**config.mk**
```make
export PLATFORM = sky130hd
export DESIGN_NAME = alu_operand_sequencer
export DESIGN_NICKNAME = d
export VERILOG_FILES = /design/src/rtl/alu_seq_pkg.sv /design/src/rtl/alu_operand_sequencer_rise_detect.sv /design/src/rtl/alu_operand_sequencer.sv
export SDC_FILE = /design/constraint.sdc
export NUM_CORES = 1
export LEC_CHECK = 0
export BUFFER_PORTS_ARGS = -buffer_cell sky130_fd_sc_hd__buf_2
export CORE_ASPECT_RATIO = 1.5
export CORE_MARGIN = 8
export CORE_UTILIZATION = 51
export DETAILED_ROUTE_END_ITERATION = 12
export PLACE_DENSITY = 0.81
export SLEW_MARGIN = 20
export SYNTH_ARGS = -nofsm -noshare
export SYNTH_HDL_FRONTEND = slang
export SYNTH_HIERARCHICAL = 1
export SYNTH_SLANG_ARGS = --single-unit
```
**constraint.sdc**
```tcl
create_clock -name clk -period 2.9 [get_ports clk]
set_input_delay 0.58 -clock clk [delete_from_list [all_inputs] [get_ports clk]]
set_output_delay 0.58 -clock clk [all_outputs]
set_load 0.05 [all_outputs]
```
**src/rtl/alu_seq_pkg.sv**
```systemverilog
// alu_seq_pkg: shared types and constants for the ALU operand sequencer.
//   state_t    - FSM state encoding. These values also appear on the state LEDs.
//   OP_*       - 2-bit ALU opcodes.
//   FLAG_*     - bit positions inside the 5-bit {N,Z,C,V,P} flag word.
package alu_seq_pkg;

  typedef enum logic [2:0] {
    LOAD_A  = 3'd0,
    LOAD_B  = 3'd1,
    LOAD_OP = 3'd2,
    EXEC    = 3'd3,
    DONE    = 3'd4
  } state_t;

  localparam logic [1:0] OP_SUB = 2'b00;
  localparam logic [1:0] OP_ADD = 2'b01;
  localparam logic [1:0] OP_OR  = 2'b10;
  localparam logic [1:0] OP_AND = 2'b11;

  localparam int FLAG_N = 4;
  localparam int FLAG_Z = 3;
  localparam int FLAG_C = 2;
  localparam int FLAG_V = 1;
  localparam int FLAG_P = 0;

endpackage

```
**src/rtl/alu_operand_sequencer_rise_detect.sv**
```systemverilog
// rise_detect: 1-bit rising-edge detector.
//   clk, rst_n - clock and asynchronous active-low reset
//   sig_i      - level input, already synchronous to clk
//   rise_o     - high for one cycle when sig_i goes from 0 to 1
// The history flop resets to 1. An input that is held high through reset
// therefore gives no pulse until it has gone low and then high again.
module rise_detect (
  input  logic clk,
  input  logic rst_n,
  input  logic sig_i,
  output logic rise_o
);

  logic prev_q;
  logic prev_d;

  always_comb begin
    prev_d = sig_i;
  end

  // NOTE: all sequential state uses non-blocking assignments, so every flop
  // samples values from before the clock edge, whatever order the blocks run in.
  always_ff @(posedge clk or negedge rst_n) begin
    if (!rst_n) prev_q <= 1'b1;
    else        prev_q <= prev_d;
  end

  assign rise_o = sig_i & ~prev_q;

endmodule

```
**src/rtl/alu_operand_sequencer.sv**
```systemverilog
// alu_operand_sequencer: collects operand A, operand B and the opcode from a
// shared switch bus, one field per button press. It drives them to a
// combinational ALU and then latches the ALU's result and flags.
//   clk, rst_n    - clock and asynchronous active-low reset
//   data_in       - switch bus. The full width carries A or B; [1:0] carries the opcode.
//   load          - debounced button level. Only its rising edge acts.
//   alu_result    - result input from the ALU
//   alu_flags     - flag input from the ALU, {N,Z,C,V,P}
//   op_a, op_b    - registered operands driven to the ALU
//   op_code       - registered opcode driven to the ALU
//   result_q      - latched ALU result
//   flags_q       - latched ALU flags
//   result_valid  - result_q and flags_q hold the current operation's outcome
//   state_o       - FSM state code, for the LEDs
//   op_count      - number of completed operations; wraps to 0
// Build option: define ALU_SEQ_ACCUM_EN to chain results. A press in DONE then
// copies result_q into operand A and goes straight to LOAD_B.
module alu_operand_sequencer
  import alu_seq_pkg::*;
#(
  parameter int M     = 8,
  parameter int CNT_W = 8
) (
  input  logic             clk,
  input  logic             rst_n,
  input  logic [M-1:0]     data_in,
  input  logic             load,
  input  logic [M-1:0]     alu_result,
  input  logic [4:0]       alu_flags,
  output logic [M-1:0]     op_a,
  output logic [M-1:0]     op_b,
  output logic [1:0]       op_code,
  output logic [M-1:0]     result_q,
  output logic [4:0]       flags_q,
  output logic             result_valid,
  output logic [2:0]       state_o,
  output logic [CNT_W-1:0] op_count
);

  state_t           state_q, state_d;
  logic [M-1:0]     op_a_q, op_a_d;
  logic [M-1:0]     op_b_q, op_b_d;
  logic [1:0]       op_code_q, op_code_d;
  logic [M-1:0]     result_d;
  logic [4:0]       flags_d;
  logic             result_valid_q, result_valid_d;
  logic [CNT_W-1:0] op_count_q, op_count_d;
  logic             load_rise;

  rise_detect u_load_rise (
    .clk    (clk),
    .rst_n  (rst_n),
    .sig_i  (load),
    .rise_o (load_rise)
  );

  // NOTE: every _d signal starts as its _q value, so every path through the
  // case assigns it and no latch is inferred.
  always_comb begin
    state_d        = state_q;
    op_a_d         = op_a_q;
    op_b_d         = op_b_q;
    op_code_d      = op_code_q;
    result_d       = result_q;
    flags_d        = flags_q;
    result_valid_d = result_valid_q;
    op_count_d     = op_count_q;

    unique case (state_q)
      LOAD_A: if (load_rise) begin
        op_a_d         = data_in;
        result_valid_d = 1'b0;
        state_d        = LOAD_B;
      end
      LOAD_B: if (load_rise) begin
        op_b_d  = data_in;
        state_d = LOAD_OP;
      end
      LOAD_OP: if (load_rise) begin
        op_code_d = data_in[1:0];
        state_d   = EXEC;
      end
      // The operands have been stable since their capture edges, so the ALU
      // output has settled by the time it is sampled here.
      EXEC: begin
        result_d       = alu_result;
        flags_d        = alu_flags;
        result_valid_d = 1'b1;
        op_count_d     = op_count_q + CNT_W'(1);
        state_d        = DONE;
      end
      DONE: if (load_rise) begin
`ifdef ALU_SEQ_ACCUM_EN
        op_a_d         = result_q;
        result_valid_d = 1'b0;
        state_d        = LOAD_B;
`else
        state_d        = LOAD_A;
`endif
      end
      // Codes 5-7 cannot be reached in normal operation. Return to LOAD_A if one appears.
      default: state_d = LOAD_A;
    endcase
  end

  // NOTE: every register, including the operand and result holding registers,
  // is reset. A reset in mid-sequence then leaves no partial operands behind.
  always_ff @(posedge clk or negedge rst_n) begin
    if (!rst_n) begin
      state_q        <= LOAD_A;
      op_a_q         <= '0;
      op_b_q         <= '0;
      op_code_q      <= '0;
      result_q       <= '0;
      flags_q        <= '0;
      result_valid_q <= 1'b0;
      op_count_q     <= '0;
    end else begin
      state_q        <= state_d;
      op_a_q         <= op_a_d;
      op_b_q         <= op_b_d;
      op_code_q      <= op_code_d;
      result_q       <= result_d;
      flags_q        <= flags_d;
      result_valid_q <= result_valid_d;
      op_count_q     <= op_count_d;
    end
  end

  assign op_a         = op_a_q;
  assign op_b         = op_b_q;
  assign op_code      = op_code_q;
  assign result_valid = result_valid_q;
  assign state_o      = state_q;
  assign op_count     = op_count_q;

endmodule

```
==> impl_summary.txt <==
----------------------------------------------------
[Setup path]
  Buffers and inverters on the worst path ... 1
  Kind of critical path ... reg -> out
  Cell family contributing the most delay on the critical path ... flip-flops
  Data arrival time at the worst-slack endpoint ... 1.21 ns
  Worst path required time ... 2.32 ns
  Critical Path Start Type ... flip-flop
  Cell with the largest stage delay on the worst path ... dfrtp_1
  Crit. End Element ... primary output
  Worst-path cell chain ... buf_2
  Crit path max fanout ... 10
  Crit-path max cell delay ... 0.58 ns

[CTS]
  Clock tree from TritonCTS ... done
  Clock Pin Slew Worst Setup and Hold Paths ... 0.07 ns
  Root buffer selected by CTS ... clkbuf_8
  Hold_buf cts ... 0
  CTS H-Tree Depth ... 2
  Num CTS Buffers ... 5
  Clock Sinks ... 44
  Clk_lat worst skew ... 0.29 ns
  Cells resized by post-CTS repair ... 0
  Setup bufs post-CTS ... 0
  Maximum clock path buffer count ... 2

[Placement]
  Buffers added on ports ... 66
  Number of placed cells counting well taps ... 248
  Placer congestion estimate ... 0.693
  HPWL after detailed placement ... 2890 um

[Floorplan]
  Count of boundary I/O pins ... 67
  Core area ... 0.00335 mm2
  Standard-cell rows ... 26
  DIE AREA ... 0.00560 mm2
  Chip width ... 63.8 um
  Initial Utilization ... 0.522
  Vertical die dimension ... 87.7 um

[STA]
  Post-layout minimum cycle time ... 1.79 ns
  Sum of negative setup slack ... 0 ns
  Peak clock frequency supported by timing ... 0.558 GHz
  Unrepaired setup endpoints after global routing ... false
  Number of endpoints with negative hold slack in the final report ... 0
  Worst-case hold slack ... 0.397 ns
  Period utilisation layout ... 0.618
  Worst-case headroom to the max-slew limit ... 0.377
  Transition time of the tightest slew-check pin ... 0.934 ns
  Post-route clock skew ... 0.00442 ns
  Max Transition Viols Final ... 0
  Final setup violating endpoints ... 0

[Synthesis]
  Part of the Yosys area used for sequential elements ... 0.630
  Post-synth EDFFs ... 0
  Yosys warning count ... 6
  Cells after synthesis ... 145
  Main synth FF type ... dfrtp_1
  Post-synthesis sequential element count ... 44
  Number of unique standard cell types used by synthesis ... 27
  Mean Syn Cell Area ... 12.1 um2
  Share of synthesized flip-flops with an asynchronous set or reset ... 1.00
  Netlist area before placement ... 0.00175 mm2
  Post-Synthesis Net Count ... 170

[Layout]
  Final nets ... 238
  Non-filler cells, final ... 256
  Share of layout cells above drive strength 1 ... 0.453
  # diodes ... 0
  Fill count ... 295
  Area growth from synthesis to layout ... 26.0%
  Final Core Density ... 0.658

[GRT]
  Gr usage total ... 0.142
  Number of global-route vias before repair ... 1,362
  Largest net degree at the start of global routing ... 45
  First-pass GRT wire length ... 6370 um
  Global route overflow ... 0
  Number of antenna violations at the first check in global routing ... 0

[Job]
  Max_cap viols ... 0

[Drt]
  Post-Route WL ... 3780 um
  Via/cell ratio ... 4.88
  Starting DRC count in detailed routing ... 21
  Drt wl/cell ... 14.8 um
  Via count ... 1,249
  Post-DRT Antenna Nets ... 0
  Number of detailed-routing iterations run before antenna repair ... 4
  Remaining design rule violation count ... 0

[Hold path]
  Hold WC Path Type ... in -> reg

[Run status]
  Outcome ... finished, final reports clean

----------------------------------------------------
## state kept, by name, indices dropped and copies added, names as in the netlist
register / count
flags_q: 5
op_a: 8
op_b: 8
op_code: 2
op_count: 8
result_q: 8
result_valid: 1
state_o: 3
u_load_rise/prev_q: 1
## worst paths after layout
path | start | end | slack (ns) | cells past startpoint
max | state_o[2]$_DFFE_PN0P_ | state_o[2] | 1.11 | 1
min | load | u_load_rise/prev_q$_DFF_PN1_ | 0.40 | 1
max reg2reg | state_o[0]$_DFFE_PN0P_ | op_a[1]$_DFFE_PN0P_ | 1.34 | 3
min reg2reg | op_count[7]$_DFFE_PN0P_ | op_count[7]$_DFFE_PN0P_ | 0.47 | 1
max in group asynchronous | rst_n | result_q[1]$_DFFE_PN0P_ | 1.89 | 1
min in group asynchronous | rst_n | op_code[1]$_DFFE_PN0P_ | 0.43 | 1
## logic make-up after synthesis
family	synth area share
fa+ha+maj	0.00715
buf+inv	0.0229
simple gates	0.180
compound gates	0.00858
mux	0.116
flops	0.630
xor+xnor	0.0351
## cells in the mapped netlist, drive strengths merged (2+ instances only)
cell	count	area share
inv	3	0.0064
nand2	44	0.094
a21oi	2	0.0057
mux2	18	0.12
dfrtp	43	0.62
xor2	3	0.015
nor2	2	0.0086
nand4	2	0.0072
nor3	3	0.015
nand3b	2	0.0086
xnor2	4	0.020
nand2b	2	0.0072
buf	5	0.014
## area by class of cell
| class | count | area, um2 | share of cell area |
|---|---|---|---|
| repair buffers | 67 | 338 | 0.153 |
| flip-flops and latches | 44 | 1100 | 0.500 |
| inverters | 3 | 11.3 | 0.00511 |
| clock inverters | 1 | 7.51 | 0.00341 |
| multi-input cells | 92 | 607 | 0.275 |
| clock buffers | 7 | 86.3 | 0.0392 |
| well taps | 42 | 52.6 | 0.0238 |
## stage by stage
stage | cell area, um2 | worst slack (ns)
4_1_cts | 2200 | 1.10
5_1_grt | 2200 | 1.05
6_report | 2200 | 1.11
3_3_place_gp | 2110 | 1.10
2_1_floorplan | 1750 | 1.21
3_5_place_dp | 2110 | 1.04
## layout by cell type (no fill, tap or decap), drive strengths merged, types with 2 or more instances in the layout
cell,instances
a21oi,2
buf,67
clkbuf,7
dfrtp,43
inv,3
mux2,18
nand2,44
nand2b,2
nand3b,2
nand4,2
nor2,2
nor3,3
xnor2,4
xor2,3
## per-layer routing
metal | track usage | part of all wire
met2 | 0.233 | 0.50
met1 | 0.157 | 0.40
met4 | 0.0611 | 0.0079
met5 | 0 | 0
met3 | 0.0602 | 0.087
Power is not shown: default switching activity piles up to over one toggle a cycle in this logic, so the estimate is an artifact.
